File: src/rtl/gf_pkg.sv
// Shared constants, FSM state type and a single GF(2^128) bit-step helper
// for the iterative GCM multiplier.
package gf_pkg;

    localparam int GCM_WIDTH = 128;
    localparam logic [GCM_WIDTH-1:0] GCM_POLY = 128'h87;

    typedef enum logic [1:0] {
        IDLE = 2'd0,
        BUSY = 2'd1,
        DONE = 2'd2
    } state_t;

    // One bit step: conditionally accumulate m into p, then multiply m by t mod P.
    // Returns {m_next, p_next}.
    function automatic logic [2*GCM_WIDTH-1:0] gf_step(
        input logic [GCM_WIDTH-1:0] m,
        input logic [GCM_WIDTH-1:0] p,
        input logic                 ybit
    );
        logic [GCM_WIDTH-1:0] m_n;
        logic [GCM_WIDTH-1:0] p_n;
        p_n = ybit ? (p ^ m) : p;
        m_n = {m[GCM_WIDTH-2:0], 1'b0} ^ (m[GCM_WIDTH-1] ? GCM_POLY : '0);
        return {m_n, p_n};
    endfunction

endpackage

File: src/rtl/gf_mult_digit.sv
// Combinational DIGIT-bit slice of the shift-and-add GF(2^WIDTH) multiplier;
// y_digit bit 0 is applied first.
module gf_mult_digit
    import gf_pkg::*;
#(
    parameter int                 WIDTH = GCM_WIDTH,
    parameter int                 DIGIT = 8,
    parameter logic [WIDTH-1:0]   POLY  = WIDTH'(GCM_POLY)
) (
    input  logic [WIDTH-1:0] m,
    input  logic [WIDTH-1:0] p,
    input  logic [DIGIT-1:0] y_digit,
    output logic [WIDTH-1:0] m_next,
    output logic [WIDTH-1:0] p_next
);

    logic [WIDTH-1:0] m_t;
    logic [WIDTH-1:0] p_t;

    always_comb begin
        m_t = m;
        p_t = p;
        for (int i = 0; i < DIGIT; i++) begin
            if (y_digit[i]) begin
                p_t = p_t ^ m_t;
            end
            m_t = {m_t[WIDTH-2:0], 1'b0} ^ (m_t[WIDTH-1] ? POLY : '0);
        end
        m_next = m_t;
        p_next = p_t;
    end

endmodule

File: src/rtl/gf_mult_iter.sv
// Iterative GF(2^WIDTH) multiplier with valid/ready on both sides, DIGIT y bits per cycle.
// Define GF_MULT_CHAIN_EN to add in_chain and the result accumulator for GHASH chaining.
module gf_mult_iter
    import gf_pkg::*;
#(
    parameter int                 WIDTH = GCM_WIDTH,
    parameter int                 DIGIT = 8,
    parameter logic [WIDTH-1:0]   POLY  = WIDTH'(GCM_POLY)
) (
    input  logic             clk,
    input  logic             rst,
    input  logic             in_valid,
    output logic             in_ready,
    input  logic [WIDTH-1:0] in_x,
    input  logic [WIDTH-1:0] in_y,
`ifdef GF_MULT_CHAIN_EN
    input  logic             in_chain,
`endif
    output logic             out_valid,
    input  logic             out_ready,
    output logic [WIDTH-1:0] out_z
);

    localparam int STEPS = WIDTH / DIGIT;
    localparam int CNT_W = (STEPS > 1) ? $clog2(STEPS) : 1;

    if ((WIDTH % DIGIT) != 0) begin : g_bad_digit
        $error("gf_mult_iter: DIGIT must divide WIDTH");
    end

    state_t           state_reg;
    state_t           state_next;
    logic [WIDTH-1:0] m_reg;
    logic [WIDTH-1:0] p_reg;
    logic [WIDTH-1:0] y_reg;
    logic [CNT_W-1:0] cnt_reg;
    logic [WIDTH-1:0] out_z_reg;
    logic [WIDTH-1:0] m_next;
    logic [WIDTH-1:0] p_next;
    logic [WIDTH-1:0] load_x;
    logic             accept;
    logic             last_step;

    assign in_ready  = !rst && ((state_reg == IDLE) || ((state_reg == DONE) && out_ready));
    assign out_valid = (state_reg == DONE);
    assign out_z     = out_z_reg;
    assign accept    = in_valid && in_ready;
    assign last_step = (cnt_reg == CNT_W'(STEPS - 1));

`ifdef GF_MULT_CHAIN_EN
    logic [WIDTH-1:0] acc_reg;
    logic [WIDTH-1:0] chain_src;

    // A result handed off this very cycle has not reached acc_reg yet, so forward it.
    assign chain_src = (state_reg == DONE) ? out_z_reg : acc_reg;
    assign load_x    = in_chain ? (in_x ^ chain_src) : in_x;

    always_ff @(posedge clk) begin
        if (rst) begin
            acc_reg <= '0;
        end else if (out_valid && out_ready) begin
            acc_reg <= out_z_reg;
        end
    end
`else
    assign load_x = in_x;
`endif

    gf_mult_digit #(
        .WIDTH (WIDTH),
        .DIGIT (DIGIT),
        .POLY  (POLY)
    ) u_digit (
        .m       (m_reg),
        .p       (p_reg),
        .y_digit (y_reg[DIGIT-1:0]),
        .m_next  (m_next),
        .p_next  (p_next)
    );

    always_ff @(posedge clk) begin
        if (rst) begin
            state_reg <= IDLE;
        end else begin
            state_reg <= state_next;
        end
    end

    always_comb begin
        state_next = state_reg;
        case (state_reg)
            IDLE: begin
                if (accept) begin
                    state_next = BUSY;
                end
            end
            BUSY: begin
                if (last_step) begin
                    state_next = DONE;
                end
            end
            DONE: begin
                if (out_ready) begin
                    state_next = accept ? BUSY : IDLE;
                end
            end
            default: state_next = IDLE;
        endcase
    end

    always_ff @(posedge clk) begin
        if (rst) begin
            m_reg     <= '0;
            p_reg     <= '0;
            y_reg     <= '0;
            cnt_reg   <= '0;
            out_z_reg <= '0;
        end else if (accept) begin
            m_reg   <= load_x;
            p_reg   <= '0;
            y_reg   <= in_y;
            cnt_reg <= '0;
        end else if (state_reg == BUSY) begin
            m_reg   <= m_next;
            p_reg   <= p_next;
            y_reg   <= y_reg >> DIGIT;
            cnt_reg <= cnt_reg + CNT_W'(1);
            if (last_step) begin
                out_z_reg <= p_next;
            end
        end
    end

endmodule
File: config.mk
export PLATFORM = sky130hd
export DESIGN_NAME = gf_mult_iter
export DESIGN_NICKNAME = d
export VERILOG_FILES = /design/src/rtl/gf_pkg.sv /design/src/rtl/gf_mult_digit.sv /design/src/rtl/gf_mult_iter.sv
export SDC_FILE = /design/constraint.sdc
export NUM_CORES = 2
export LEC_CHECK = 0
export CAP_MARGIN = 20
export CORE_MARGIN = 3
export CORE_UTILIZATION = 45
export DETAILED_ROUTE_END_ITERATION = 6
export PLACE_DENSITY = 0.66
export SYNTH_ARGS = -nofsm -noshare
export SYNTH_HDL_FRONTEND = slang
export SYNTH_SLANG_ARGS = --single-unit
File: constraint.sdc
create_clock -name clk -period 6.5 [get_ports clk]
set_clock_uncertainty 0.2 [all_clocks]
set_input_delay 1.625 -clock clk [delete_from_list [all_inputs] [get_ports clk]]
set_output_delay 1.625 -clock clk [all_outputs]
set_load 0.01 [all_outputs]
==> flow_metrics.py <==
metrics = {
    "timing": {
        "holdWs_ns": 0.251,
        "tightest_slew_ns": 1.19,
        "drv_slew": 0,
        "maxSlewHeadroom_pct": 20.9,
        "fmax_mhz": 193,
        "period_minus_slack_ns": 5.19,
        "layout_setup_ws_ns": 1.31,
        "setup_tns_ns": 0,
        "final-hold-violation-count": 0,
        "min_period_over_period_pct": 79.9,
        "finalSetupViolCount": 0,
        "rsz0062_at_grt": "no",
    },
    "clock_network": {
        "cts-root-buf": "clkbuf_16",
        "cts_tree": "built",
        "worstSkewPairLatency_ns": 0.64,
        "cts_resized": 0,
        "post_cts_buffers": 0,
        "numCtsBuffers": 59,
        "cts_hold_buf": 0,
        "cts_buffer_depth": 3,
        "htreeDepth": 2,
        "clk_pin_slew_ns": 0.06,
        "cts_sinks": 518,
    },
    "power": {
        "power_leakage_nw": 11.4,
        "vdd_drop_max_mv": 0.221,
        "netSwitchingFraction_pct": 29.1,
        "p_switching_mw": 2.43,
        "fin_total_pwr_mw": 8.34,
        "clockPowerShare_pct": 43.2,
        "power_frac_comb_pct": 14.2,
        "p_int_mw": 5.91,
        "power_density_nw_per_um2": 215,
        "p_seq_share_pct": 42.6,
    },
    "place": {
        "dp_cells": 5559,
        "postPlaceCellArea_sq_um": 36800,
        "place_ws_ns": 1.22,
        "portBuffers": 389,
        "place_hpwl_um": 62900,
        "routabilityCongestion": 0.824,
    },
    "finish": {
        "layout.nets": 4931,
        "finish.utilization_pct": 53.9,
        "multiInputGateArea_sq_um": 20900,
        "final_cell_area_sq_um": 38900,
        "syn2layout_area_growth_pct": 17.8,
        "layout-drive-gt1-share_pct": 3.41,
        "fin_cells": 5672,
        "num-fill-cells": 6929,
        "regArea_sq_um": 10400,
    },
    "synth": {
        "post-synth-top-area-cell": "dfxtp_1",
        "netlist_instances": 4629,
        "postSynth.asyncResetShare_pct": 0,
        "yosysSeqAreaShare_pct": 31.4,
        "netlist.area_leader.share_pct": 31.4,
        "yosys_warnings": 0,
        "synth_area_sq_um": 33000,
        "synthFlopType": "dfxtp_1",
        "synth-edff-count": 0,
        "syn-num-nets": 4890,
        "synth_area_leaders": "dfxtp_1, xnor2_1, nand2_1",
        "synth_seq_cells": 518,
        "netlist-cell-type-count": 44,
        "syn_avg_cell_area_sq_um": 7.12,
    },
    "global_route": {
        "antenna_found_initial": 13,
        "grt_pass1_vias": 28595,
        "grt_first_pass_wirelength_um": 162000,
        "grt_start_max_net_pins": 185,
        "grt_use_total_pct": 25.6,
        "grt-ovfl-total": 0,
    },
    "worst_setup_path": {
        "regToRegSetupSlack_ns": 3.12,
        "cp-end-kind": "primary output",
        "crit_type": "primary input to primary output",
        "crit_start": "out_ready",
        "critical_path.slowest_cell": "clkdlybuf4s50_1",
        "rr_worst_depth": 8,
        "worstPathRequired_ns": 4.68,
        "cp_common_cell": "clkdlybuf4s50_1",
        "cp_slowest_stage_delay_ns": 0.66,
        "crit_chain": "clkdlybuf4s50_1, inv_1, a211oi_1, clkdlybuf4s50_1",
        "timing.rr.end": "out_z[1]",
        "cp_max_fo": 3,
        "crit_path_start_kind": "primary input",
        "r2r-start": "y_reg[2]",
        "crit_end": "in_ready",
        "crit_arrival_ns": 3.37,
    },
    "routing": {
        "ant_nets": 0,
        "num_vias": 30372,
        "drt-initial-drc-count": 2541,
        "dr.pass1.iters": 5,
        "finalWirelength_um": 103000,
        "wl_per_cell_um": 18.1,
        "vias_per_cell": 5.35,
        "drc": 0,
    },
    "die": {
        "design.portCount": 390,
        "die_x_um": 277,
        "rows": 98,
        "start_util_pct": 45.7,
        "fp.dieArea_sq_um": 76600,
        "die_y_um": 277,
        "coreArea_sq_um": 72100,
    },
    "worst_hold_path": {
        "hp-start": "out_z[83]",
        "hold_class": "flop to flop",
        "holdPathStages": 2,
    },
    "run": {
        "cap_violations": 0,
    },
    "outcome": {
        "status": "completed",
    },
}
## synthesized netlist by cell type, drive strengths merged (2+ instances only)
cell type and number:
nor2 32, clkbuf 280, xnor2 768, nor2b 2, or2 2, buf 165
o221ai 4, nor3 6, o211ai 2, a211oi 7, nand2 1760, and3 2
nand3 13, inv 8, o21ai 5, xor2 263, a22oi 246, o22ai 6
dfxtp 518, a21oi 514, nand2b 5, xnor3 5, o31ai 2
## power by group through the flow
stage | Clock (mW) | Sequential (mW) | Combinational [mW]
floorplan | 0 | 3.40 | 0.911
global placement | 0 | 3.62 | 1.17
detailed placement | 0 | 3.62 | 1.18
CTS | 3.68 | 3.55 | 1.18
global route | 3.80 | 3.57 | 1.28
finish | 3.60 | 3.55 | 1.18
## worst max-delay path: cells and delay by family
kind / cells / cell delay (ns)
buffers and inverters: 3 / 1.17
AOI/OAI and AO/OA: 1 / 0.57
## logic make-up after synthesis
group	synth area share, %
buffers and inverters	5.43
adder cells (fa/ha/maj)	0.0379
AND/OR/NAND/NOR	21.0
flip-flops	31.4
XOR/XNOR	27.9
AO/OA/AOI/OAI	14.2
## layout make-up
| type | instances | area share (%) |
|---|---|---|
| Antenna cell | 6 | 0.0386 |
| Clock buffer | 80 | 4.37 |
| Clock inverter | 27 | 1.03 |
| Inverter | 8 | 0.0773 |
| Multi-Input combinational cell | 3658 | 53.7 |
| Sequential cell | 518 | 26.8 |
| Tap cell | 950 | 3.06 |
| Timing Repair Buffer | 425 | 11.0 |
## worst min path at each step
stage / slack (ns) / end
2_1_floorplan: 0.23 / p_reg[3]
3_3_place_gp: 0.24 / out_z[56]
3_5_place_dp: 0.25 / out_z[117]
4_1_cts: 0.25 / out_z[117]
5_1_grt: 0.27 / y_reg[66]
6_report: 0.25 / out_z[83]
## cells in the final DEF (no fill, tap or decap), types with 4 or more instances in the layout
cell             instances
nand2_1               1760
a22oi_1                246
diode_2                  6
clkbuf_8                12
dfxtp_1                510
xnor2_1                765
clkbuf_16               60
buf_4                   28
nand3_1                 13
clkdlybuf4s50_1        388
inv_1                    8
xnor3_1                  5
clkinv_2                 9
nor2_1                  30
bufinv_16                8
o221ai_1                 4
nor3_1                   5
buf_12                   8
a211oi_1                 6
a21oi_1                514
dfxtp_4                  8
o21ai_0                  5
clkbuf_1                 8
xor2_1                 260
o22ai_1                  6
## metal layers
layer / part of all wire (%) / vias to the layer above / track usage (%)
met1: 43 / 14400 / 33.5
met5: 0.057 / - / 0
met2: 47 / 1031 / 41.9
met4: 3.1 / 10 / 9.17
li1: - / 14749 / -
met3: 7.5 / 182 / 5.23
Note: power is estimated with default switching activity, not from simulation.
